[config.mk]
export PLATFORM = sky130hd
export DESIGN_NAME = serial_deserializer
export DESIGN_NICKNAME = d
export VERILOG_FILES = /design/src/rtl/serial_pkg.sv /design/src/rtl/serial_deserializer.sv
export SDC_FILE = /design/constraint.sdc
export NUM_CORES = 1
export LEC_CHECK = 0
export ABC_AREA = 1
export BUFFER_PORTS_ARGS = -buffer_cell sky130_fd_sc_hd__buf_2
export CELL_PAD_IN_SITES_DETAIL_PLACEMENT = 0
export CELL_PAD_IN_SITES_GLOBAL_PLACEMENT = 2
export CORE_ASPECT_RATIO = 0.9
export CORE_MARGIN = 8
export CORE_UTILIZATION = 26
export DETAILED_ROUTE_END_ITERATION = 10
export PLACE_DENSITY_LB_ADDON = 0.1
export RECOVER_POWER = 25
export SLEW_MARGIN = 20
export SYNTH_ARGS = -nofsm -noshare
export SYNTH_HDL_FRONTEND = slang
export SYNTH_SLANG_ARGS = --single-unit
[constraint.sdc]
create_clock -name clk -period 1.76 [get_ports clk]
set_clock_uncertainty 0.2 [all_clocks]
set_input_delay 0.176 -clock clk [delete_from_list [all_inputs] [get_ports clk]]
set_output_delay 0.176 -clock clk [all_outputs]
set_load 0.05 [all_outputs]
[src/rtl/serial_pkg.sv]
// Shared constants for the serial deserializer: FSM encoding, counter width, default word size.
// PARITY is only reachable when SERIAL_DESERIALIZER_PARITY_EN is defined.
package serial_pkg;

  localparam logic [1:0] IDLE   = 2'd0;
  localparam logic [1:0] SHIFT  = 2'd1;
  localparam logic [1:0] PARITY = 2'd2;

  // Width of the counters fed to the seven-segment decoder.
  localparam int unsigned COUNT_W = 4;

  localparam int unsigned WORD_W_DEF = 8;

  typedef enum logic [1:0] {
    StIdle   = IDLE,
    StShift  = SHIFT,
    StParity = PARITY
  } state_e;

endpackage

[src/rtl/serial_deserializer.sv]
// Collects WORD_W serial bits, one per bitEn pulse, and emits completed words with a valid strobe.
// Optional even-parity trailer bit enabled by defining SERIAL_DESERIALIZER_PARITY_EN.
module serial_deserializer
  import serial_pkg::*;
#(
  parameter int unsigned WORD_W    = WORD_W_DEF,
  parameter bit          MSB_FIRST = 1'b1
) (
  input  logic               clk,
  input  logic               rst,
  input  logic               bitEn,
  input  logic               serIn,
  input  logic               serInValid,
  output logic [WORD_W-1:0]  wordOut,
  output logic               wordValid,
  output logic               frameErr,
  output logic               parityErr,
  output logic [COUNT_W-1:0] bitCount,
  output logic [COUNT_W-1:0] wordCount
);

  localparam logic [COUNT_W-1:0] LastBit = COUNT_W'(WORD_W - 1);

  state_e state_q, state_d;

  logic [WORD_W-1:0]  sh_q, sh_d;
  logic [WORD_W-1:0]  word_q, word_d;
  logic [WORD_W-1:0]  shifted;
  logic [COUNT_W-1:0] bit_cnt_q, bit_cnt_d;
  logic [COUNT_W-1:0] word_cnt_q, word_cnt_d;
  logic               word_valid_q, word_valid_d;
  logic               frame_err_q, frame_err_d;
  logic               parity_err_q, parity_err_d;
  logic               sample, drop, last_bit;

  assign sample   = bitEn & serInValid;
  assign drop     = bitEn & ~serInValid;
  assign last_bit = (bit_cnt_q == LastBit);

  if (MSB_FIRST) begin : g_msb_first
    assign shifted = {sh_q[WORD_W-2:0], serIn};
  end else begin : g_lsb_first
    assign shifted = {serIn, sh_q[WORD_W-1:1]};
  end

  // State register.
  always_ff @(posedge clk or negedge rst) begin
    if (!rst) begin
      state_q <= StIdle;
    end else begin
      state_q <= state_d;
    end
  end

  // Next-state logic.
  always_comb begin
    state_d = state_q;
    case (state_q)
      StIdle: begin
        if (sample) begin
          state_d = StShift;
        end
      end
      StShift: begin
        if (drop) begin
          state_d = StIdle;
        end else if (sample && last_bit) begin
`ifdef SERIAL_DESERIALIZER_PARITY_EN
          state_d = StParity;
`else
          state_d = StIdle;
`endif
        end
      end
`ifdef SERIAL_DESERIALIZER_PARITY_EN
      StParity: begin
        if (bitEn) begin
          state_d = StIdle;
        end
      end
`endif
      default: state_d = StIdle;
    endcase
  end

  // Datapath and pulse outputs.
  always_comb begin
    sh_d         = sh_q;
    word_d       = word_q;
    bit_cnt_d    = bit_cnt_q;
    word_cnt_d   = word_cnt_q;
    word_valid_d = 1'b0;
    frame_err_d  = 1'b0;
    parity_err_d = 1'b0;
    case (state_q)
      StIdle: begin
        if (sample) begin
          sh_d      = shifted;
          bit_cnt_d = COUNT_W'(1);
        end
      end
      StShift: begin
        if (sample) begin
          sh_d = shifted;
          if (last_bit) begin
`ifdef SERIAL_DESERIALIZER_PARITY_EN
            bit_cnt_d    = bit_cnt_q + COUNT_W'(1);
`else
            word_d       = shifted;
            word_valid_d = 1'b1;
            word_cnt_d   = word_cnt_q + COUNT_W'(1);
            bit_cnt_d    = '0;
`endif
          end else begin
            bit_cnt_d = bit_cnt_q + COUNT_W'(1);
          end
        end else if (drop) begin
          frame_err_d = 1'b1;
          bit_cnt_d   = '0;
          sh_d        = '0;
        end
      end
`ifdef SERIAL_DESERIALIZER_PARITY_EN
      StParity: begin
        if (sample) begin
          word_d       = sh_q;
          word_valid_d = 1'b1;
          word_cnt_d   = word_cnt_q + COUNT_W'(1);
          bit_cnt_d    = '0;
          // Even parity: data plus parity bit must have an even number of ones.
          parity_err_d = ^{sh_q, serIn};
        end else if (drop) begin
          frame_err_d = 1'b1;
          bit_cnt_d   = '0;
          sh_d        = '0;
        end
      end
`endif
      default: begin
        sh_d      = '0;
        bit_cnt_d = '0;
      end
    endcase
  end

  always_ff @(posedge clk or negedge rst) begin
    if (!rst) begin
      sh_q         <= '0;
      word_q       <= '0;
      bit_cnt_q    <= '0;
      word_cnt_q   <= '0;
      word_valid_q <= 1'b0;
      frame_err_q  <= 1'b0;
      parity_err_q <= 1'b0;
    end else begin
      sh_q         <= sh_d;
      word_q       <= word_d;
      bit_cnt_q    <= bit_cnt_d;
      word_cnt_q   <= word_cnt_d;
      word_valid_q <= word_valid_d;
      frame_err_q  <= frame_err_d;
      parity_err_q <= parity_err_d;
    end
  end

  assign wordOut   = word_q;
  assign wordValid = word_valid_q;
  assign frameErr  = frame_err_q;
  assign bitCount  = bit_cnt_q;
  assign wordCount = word_cnt_q;

`ifdef SERIAL_DESERIALIZER_PARITY_EN
  assign parityErr = parity_err_q;
`else
  assign parityErr = 1'b0;

  logic unused_parity;
  assign unused_parity = parity_err_q ^ parity_err_d;
`endif

endmodule

==> results of run 1 <==
-- report_power, final --
group          total, W  internal [W]  leakage [nW]  switching [W]
combinational  0.000333     0.0000861         0.362       0.000247
clock          0.000499      0.000304        0.0357       0.000195
sequential     0.000710      0.000658         0.353      0.0000520
-- timing repair --
| item | in CTS | in global routing |
|---|---|---|
| hold buffers | 3 | 0 |
| buffers inserted | 0 | 0 |
| hold endpoints to repair | 29 | 0 |
-- layer usage --
| layer | up-vias | share of wire (%) | global-route usage, % |
|---|---|---|---|
| met5 | - | 0 | 0 |
| li1 | 422 | - | - |
| met1 | 364 | 50 | 10.1 |
| met4 | 0 | 1.0 | 2.62 |
| met2 | 24 | 41 | 10.8 |
| met3 | 2 | 8.3 | 3.81 |
-- cells by family after synthesis --
logic type | share of synthesized area [%]
xor gates and xnor gates | 1.53
DFF | 56.6
buffers and inverters | 7.52
adders and majority gates | 2.18
AOI/OAI and AO/OA | 11.5
other | 0.326
and+or+nand+nor | 20.3
-- per-stage QoR --
stage	cell area, µm²	cells	hold WS (ps)
floorplan	1150	115	-320
global placement	1330	197	31.3
detailed placement	1330	197	29.3
CTS	1430	204	0.322
global route	1430	204	38.5
finish	1430	204	14.2
-- cells in the final DEF, fill, tap and decap left out, types with 2 or more instances in the layout --
master / n
dfrtp_1: 24
buf_2: 21
clkbuf_8: 3
nand3_1: 6
o22ai_1: 7
nand2_1: 24
nand4_1: 2
o21ai_2: 9
xnor2_1: 2
dlygate4sd3_1: 3
ha_1: 2
nor2_1: 4
dfrtp_2: 2
inv_1: 14
nand2_2: 10
-- worst min path at each step --
stage,start,end,slack [ps],cells after the start
3_5_place_dp,rst,wordCount[1]$_DFFE_PN0P_,30,1
4_1_cts,bitEn,frameErr$_DFF_PN0_,0.3,3
3_3_place_gp,rst,wordCount[1]$_DFFE_PN0P_,30,1
2_1_floorplan,rst,bitCount[0]$_DFFE_PN0P_,-320,0
5_1_grt,bitEn,frameErr$_DFF_PN0_,40,3
6_report,bitEn,frameErr$_DFF_PN0_,10,3
-- cell type report --
type,instances,area share [%]
multi-input cells,71,28.8
clock inverters,1,2.10
repair buffers,26,11.2
inverters,15,3.94
well taps,62,5.42
flip-flops and latches,26,45.7
clock buffers,3,2.89
-- tightest hold or removal path, delay by kind of cell --
| family | cells | cell delay, ps |
|---|---|---|
| and+or+nand+nor | 2 | 150 |
| buffers and inverters | 1 | 120 |
-- registers in the layout, indices dropped and copies added, names as in the netlist --
name,cells
frameErr,1
sh_q,7
wordOut,8
state_q,1
wordCount,4
bitCount,4
wordValid,1
==> results.ini, run 1 <==
[clock_tree]
clk_pin_slew_worst_paths_ps = 90
clock_tree.htree_level_count = 1
clock_insertion_delay_worst_skew_ps = 270
cts-buffers-inserted = 3
post_cts_resized = 0
numClockSinks = 26
tritoncts = done
clock_tree.root_cell = clkbuf_8
clock_path_buffers = 2

[logic_synthesis]
post-synth-top-area-fraction_pct = 56.6
yosys_register_bits = 26
synthFlopType = dfrtp_1
netlist.top_cell.by_area = dfrtp_1
synth_common_cells = dfrtp_1 (26), nand2_1 (24), inv_1 (14)
net_count_after_synthesis = 122
yosys_warnings = 0
synth_most_common_cell = dfrtp_1
synthesis.instances = 115
register_area_share_after_synthesis_pct = 56.6
ys_top_cells_by_area = dfrtp_1 (57%), nand2_1 (7.8%), o21ai_2 (6.9%)
ys_async_sr_fraction_pct = 100
post_synth.cell_area_avg_um2 = 9.99
number_of_flops_mapped_to_enable_cells_by_yosys = 0
synthesized_cell_area_um2 = 1150
synth.distinct_cells = 19

[floorplanning]
initial_core_util_pct = 26.4
floorplan.core_area_um2 = 4350
design.portCount = 24
die_area_um2 = 6800
die_width_um = 86.1
die_h_um = 79.1
row_count = 23

[global_route]
grt_remaining_overflow = 0
grt_first_pass_wirelength_mm = 4.11
via_count_of_the_first_global_routing_pass = 782
maximum_number_of_pins_on_one_net_before_global_route_repair = 27
antenna_found_initial = 0
track_usage_pct = 7.76

[drt]
sum_of_routed_wire_length_over_all_layers_mm = 2.42
avgRoutedWirePerCell_um = 11.9
drt_pre_antenna_iters = 4
drt_first_iter_violations = 24
vias = 812
drt_drc_violations_left = 0
ant_nets = 0
detail_route.vias_per_cell = 3.98

[power]
power_density_nw_per_um2 = 1080
leakagePower_nw = 0.750
worst_ir_drop_vdd_mv = 0.527
power_w = 0.00154

[worst_setup_path]
reg2reg_slack_ps = 230
crit_buf_inv = 4
crit_path_start = serInValid
cp_top_family = buffers and inverters
crit_end = wordCount[2]$_DFFE_PN0P_
cp_data_arrival_time_ps = 1510
maximum_net_fanout_on_the_critical_path = 16
rr_worst_depth = 7
start_of_the_worst_register_to_register_path = bitCount[0]$_DFFE_PN0P_
path_cells = dlygate4sd3_1, buf_2, nand3_1, inv_2, nand2_4, buf_12, nand2_2, o21ai_2
cp.required_ps = 1730
critPathMaxStageDelay_ps = 520
timing.critical_path.depth = 8
crit_slowest_cell = dlygate4sd3_1
critical_path_start_end_classification = primary input to register
setup.worst_path.start_class = primary input
r2r_end = wordCount[2]$_DFFE_PN0P_
worst_setup_path_end_kind = register

[layout]
final_layout_size_suffix_gt1_share_pct = 35.9
fillers = 459
area_growth_pct = 24.5
multiInputGateArea_um2 = 412
finalNetCount = 150
utilization_pct = 32.9
regArea_um2 = 653
antenna_diode_count = 0

[min_path]
hold_path_class = primary input to register

[sta]
hold_fails_final_rpt = 0
slew_violations = 0
post-route-worst-setup-slack_ps = 219
post_layout_minimum_cycle_time_ps = 1540
grt_setup_unrepaired = no
max_slew.worst_pin.slew_ps = 666
timing.final.setup_violations = 0
fmax_achieved_ghz = 0.649
finalSetupTns_ps = 0
period_share_pct = 87.6
relSlewSlack_pct = 55.6

[placed_design]
buffer_ports.inserted = 22
dp_worst_setup_slack_ps = 233
rd_place_congestion = 0.723
place_hpwl_mm = 1.75

[outcome]
status = complete, no violations

[run]
max_cap_viol_count = 0

(Power assumes the default switching activity.)
==> run 2: changes to the inputs <==
- ABC_AREA: 1 -> unset
==> results.ini, run 2 <==
[clock_tree]
clock_path_buffers = 2
clock_insertion_delay_worst_skew_ps = 270
clock_tree.root_cell = clkbuf_8
numClockSinks = 26
tritoncts = done
clock_tree.htree_level_count = 1
clk_pin_slew_worst_paths_ps = 90
cts-buffers-inserted = 3
post_cts_resized = 0

[worst_setup_path]
setup.worst_path.start_class = primary input
crit_slowest_cell = dlygate4sd3_1
critical_path_start_end_classification = primary input to register
worst_setup_path_end_kind = register
r2r_end = wordOut[2]$_DFFE_PN0P_
critPathMaxStageDelay_ps = 530
start_of_the_worst_register_to_register_path = bitCount[0]$_DFFE_PN0P_
maximum_net_fanout_on_the_critical_path = 8
path_cells = dlygate4sd3_1, buf_2, nand3_2, nor2_4, buf_12, mux2_4
cp_data_arrival_time_ps = 1650
cp.required_ps = 1720
rr_worst_depth = 5
reg2reg_slack_ps = 160

[logic_synthesis]
post_synth.cell_area_avg_um2 = 14.2
ys_top_cells_by_area = dfrtp_1 (58%), mux2_4 (11%), a22o_1 (5.5%)
net_count_after_synthesis = 86
register_area_share_after_synthesis_pct = 57.8
synthFlopType = dfrtp_1
yosys_warnings = 0
synth_most_common_cell = dfrtp_1
post-synth-top-area-fraction_pct = 57.8
synth.distinct_cells = 28
yosys_register_bits = 26
ys_async_sr_fraction_pct = 100
netlist.top_cell.by_area = dfrtp_1
number_of_flops_mapped_to_enable_cells_by_yosys = 0
synthesis.instances = 79
synthesized_cell_area_um2 = 1120
synth_common_cells = dfrtp_1 (26), mux2_4 (8), a22o_1 (7)

[floorplanning]
row_count = 22
die_h_um = 78.4
initial_core_util_pct = 27.2
die_width_um = 85.3
die_area_um2 = 6690
design.portCount = 24
floorplan.core_area_um2 = 4130

[layout]
finish.instance_area_um2 = 1420
layout.cells.non_filler = 157
area_growth_pct = 26.0
finalNetCount = 117
antenna_diode_count = 0
final_common_cell = dfrtp_1
final_cell_mix = dfrtp_1 (22), buf_2 (21), mux2_4 (8)
final_layout_size_suffix_gt1_share_pct = 45.9
largest_reg_flops = 8

[drt]
ant_nets = 0
sum_of_routed_wire_length_over_all_layers_mm = 2.26
top_layer = met4
vias = 687
avgRoutedWirePerCell_um = 14.4
detailroute.wirelength.met2_um = 983
detail_route.vias_per_cell = 4.38
drt_drc_violations_left = 0
m1WireLength_mm = 1.10
drt_pre_antenna_iters = 4
met3RoutedLength_um = 153
drt_first_iter_violations = 19

[placed_design]
buffer_ports.inserted = 22
place_hpwl_mm = 1.59
dp_worst_setup_slack_ps = 88.4
rd_place_congestion = 0.662
place_inst = 147
dpl-instance-area_um2 = 1310

[power]
power.share.combinational_pct = 16.6
worst_ir_drop_vdd_mv = 0.379
clock_power_share_pct = 30.4
share_seq_of_total_power_pct = 53.1
p_switching_w = 0.000362
power_density_nw_per_um2 = 897
switching_share_pct = 28.5
cell_internal_pwr_w = 0.000909
power_w = 0.00127
leakagePower_nw = 0.753

[sta]
post-route-worst-setup-slack_ps = 66.4
grt_setup_unrepaired = no
max_slew.worst_pin.slew_ps = 639
timing.final.setup_violations = 0
fmax_achieved_ghz = 0.590
finalSetupTns_ps = 0
period_share_pct = 96.2
relSlewSlack_pct = 57.4
slew_violations = 0
post_layout_minimum_cycle_time_ps = 1690
hold_fails_final_rpt = 0

[run]
max_cap_viol_count = 0

[global_route]
grt_first_pass_wirelength_mm = 3.82
maximum_number_of_pins_on_one_net_before_global_route_repair = 27
antenna_found_initial = 0
track_usage_pct = 7.23
via_count_of_the_first_global_routing_pass = 749
grt_remaining_overflow = 0

[outcome]
status = complete, no violations

[min_path]
hold_path_class = primary input to asynchronous set/reset pin

==> run 2: cell count changes after synthesis, sizes merged, moves of 7 or more <==
cell | previous run | this run
nand2 | 35 | 3
inv | 15 | 2
mux2 | 0 | 10
a22o | 0 | 7
o21ai | 11 | 4
o22ai | 7 | 0
==> run 2: through the flow <==
step / utilization, % / hold slack (ps)
after floorplan: - / -320
after global placement: 31.6 / 25.6
after detailed placement: 31.6 / 25.3
after CTS: 34.2 / 266
after global routing: 34.3 / 290
final: 34.3 / 252
==> run 2: layer usage <==
layer  track usage, %  up-vias
met3             3.64        2
met1             9.07      332
li1                 -      338
met2             10.8       15
met5                0        -
met4             1.57        0
==> run 2: worst max-delay path by stage <==
stage	startpoint	slack, ps	to	depth (start not counted)
5_1_grt	bitEn	20	wordOut[2]$_DFFE_PN0P_	6
3_3_place_gp	bitCount[0]$_DFFE_PN0P_	110	wordOut[3]$_DFFE_PN0P_	5
6_report	bitEn	70	wordOut[2]$_DFFE_PN0P_	6
4_1_cts	bitEn	50	wordOut[2]$_DFFE_PN0P_	6
2_1_floorplan	bitCount[0]$_DFFE_PN0P_	3	wordCount[1]$_DFFE_PN0P_	5
3_5_place_dp	bitCount[0]$_DFFE_PN0P_	90	wordOut[1]$_DFFE_PN0P_	5
==> run 2: power groups by stage <==
stage | logic [W] | clock network [W] | registers (W)
2_1_floorplan | 0.0000861 | 0 | 0.000743
3_3_place_gp | 0.000206 | 0 | 0.000686
3_5_place_dp | 0.000207 | 0 | 0.000687
4_1_cts | 0.000215 | 0.000403 | 0.000675
5_1_grt | 0.000227 | 0.000433 | 0.000682
6_report | 0.000211 | 0.000386 | 0.000675
==> run 2: timing repair <==
action	4_1_cts	5_1_grt
buffers inserted	0	1
hold endpoints to repair	30	0
endpoints found under the setup margin	0	2
hold buffers	5	0
==> run 2: kinds of logic after synthesis <==
family                     after synthesis  share of synthesized area, %
DFF                                     26                          57.8
muxes                                   11                          13.6
buffers and inverters                    7                          5.23
adders and majority gates                2                          2.22
AOI/OAI and AO/OA                       15                          10.8
xor gates and xnor gates                 3                          2.34
other                                    1                         0.333
and+or+nand+nor                         14                          7.68
==> run 2: worst max-delay path: cells and delay by family <==
kind,cells,cell delay [ps]
buffers and inverters,3,860
and+or+nand+nor,2,310
muxes,1,300
==> run 2: area by class of cell <==
cell class,count,area (µm²)
fill,426,2710
timing repair buffer,31,203
tap,48,60.1
inverter,2,7.51
multi-input combinational,46,437
sequential,26,656
clock buffer,4,55.1
==> run 3: changes to the inputs <==
- ABC_AREA: unset -> 1
- CELL_PAD_IN_SITES_DETAIL_PLACEMENT: 0 -> 1
- CELL_PAD_IN_SITES_GLOBAL_PLACEMENT: 2 -> 1
==> results.ini, run 3 (synthesized netlist as in run 1, its figures left out) <==
[outcome]
status = complete, no violations

[power]
leakagePower_nw = 0.741
worst_ir_drop_vdd_mv = 0.602
clock_power_share_pct = 27.1
share_seq_of_total_power_pct = 49.3
power.share.combinational_pct = 23.5
cell_internal_pwr_w = 0.000946
p_switching_w = 0.000493
power_w = 0.00144
power_density_nw_per_um2 = 1020
switching_share_pct = 34.3

[layout]
final_cell_mix = nand2_1 (24), dfrtp_1 (24), buf_2 (21)
finish.instance_area_um2 = 1410
antenna_diode_count = 0
largest_reg_flops = 8
finalNetCount = 151
final_layout_size_suffix_gt1_share_pct = 36.4
area_growth_pct = 22.7

[sta]
relSlewSlack_pct = 55.8
max_slew.worst_pin.slew_ps = 664
finalSetupTns_ps = 0
fmax_achieved_ghz = 0.631
post_layout_minimum_cycle_time_ps = 1590
grt_setup_unrepaired = no
hold_fails_final_rpt = 0
slew_violations = 0
period_share_pct = 90.1
timing.final.setup_violations = 0

[clock_tree]
cts-buffers-inserted = 3
post_cts_resized = 0
clock_insertion_delay_worst_skew_ps = 270
clock_tree.htree_level_count = 1
clock_tree.root_cell = clkbuf_8
post_cts.repair.setup_buffers = 0
tritoncts = done
clock_path_buffers = 2
clk_pin_slew_worst_paths_ps = 90
numClockSinks = 26

[global_route]
via_count_of_the_first_global_routing_pass = 900
track_usage_pct = 8.59
antenna_found_initial = 0
maximum_number_of_pins_on_one_net_before_global_route_repair = 27
grt_remaining_overflow = 0
grt_first_pass_wirelength_mm = 4.57

[floorplanning]
die_h_um = 79.1
design.portCount = 24
floorplan.core_area_um2 = 4350
row_count = 23
initial_core_util_pct = 26.4
die_area_um2 = 6800
die_width_um = 86.1

[placed_design]
place_hpwl_mm = 1.98
dpl-instance-area_um2 = 1320
buffer_ports.inserted = 22
rd_place_congestion = 0.770

[worst_setup_path]
critical_path_start_end_classification = register to register
cell_with_the_most_instances_on_the_worst_path = nand2_2
worst_setup_path_end_kind = register
setup.worst_path.start_class = register
crit_slowest_cell = dfrtp_2
critPathMaxStageDelay_ps = 450
cp.required_ps = 1770
maximum_net_fanout_on_the_critical_path = 14
cp_data_arrival_time_ps = 1590
path_cells = ha_1, nand2_2, nor2_4, nand2_4, buf_4, nand2_2, o21ai_2

[drt]
sum_of_routed_wire_length_over_all_layers_mm = 2.62
ant_nets = 0
drt_pre_antenna_iters = 4
drt_first_iter_violations = 40
detail_route.vias_per_cell = 4.14
avgRoutedWirePerCell_um = 12.8
vias = 848
drt_drc_violations_left = 0

[run]
max_cap_viol_count = 0

[min_path]
hold_path_class = primary input to register

-- run 3: layout make-up --
type	count	area, µm²
tap	62	77.6
sequential	26	653
multi-input combinational	71	412
timing repair buffer	27	155
inverter	15	56.3
fill	513	2940
clock buffer	4	55.1
-- run 3: path summary, 6_finish.rpt --
| kind | start | end | slack (ps) | cells after the start |
|---|---|---|---|---|
| max in group asynchronous | rst | bitCount[1]$_DFFE_PN0P_ | 630 | 2 |
| hold / removal | bitEn | frameErr$_DFF_PN0_ | 20 | 3 |
| setup reg to reg | bitCount[0]$_DFFE_PN0P_ | wordOut[6]$_DFFE_PN0P_ | 170 | 7 |
| setup / recovery | bitCount[0]$_DFFE_PN0P_ | wordOut[6]$_DFFE_PN0P_ | 170 | 7 |
| hold reg to reg | wordOut[5]$_DFFE_PN0P_ | wordOut[5]$_DFFE_PN0P_ | 290 | 2 |
| min in group asynchronous | rst | sh_q[4]$_DFFE_PN0P_ | 260 | 2 |
-- run 3: routing by layer --
layer	track usage (%)	share of wire, %
met3	3.20	4.1
met5	0	0
met4	2.10	0.84
met2	14.2	47
met1	10.3	48
-- run 3: power by group through the flow --
stage	logic (W)	clock network [W]	registers (W)
after CTS	0.000346	0.000401	0.000712
after global routing	0.000380	0.000436	0.000722
after floorplan	0.000139	0	0.000821
final	0.000338	0.000391	0.000710
after global placement	0.000338	0	0.000720
after detailed placement	0.000338	0	0.000723
-- run 3: timing repair --
action,4_1_cts,5_1_grt
setup endpoints to repair,0,0
hold buffers,3,0
hold endpoints to repair,28,0
-- run 3: worst max-delay path, delay by kind of cell, from the launching register on --
kind / cells / cell delay (ps)
AOI/OAI and AO/OA: 1 / 50
and+or+nand+nor: 4 / 380
DFF: 1 / 450
adders and majority gates: 1 / 240
buffers and inverters: 1 / 200
-- run 3: stage by stage --
stage                     std cells  setup slack [ps]  hold slack, ps  util [%]
after global routing            205              69.0            20.2      32.4
after floorplan                 115               114            -320         -
after CTS                       205               165            25.1      32.4
after detailed placement        198               177            28.0      30.5
after global placement          198               219            18.4      30.5
final                           205               175            24.5      32.4
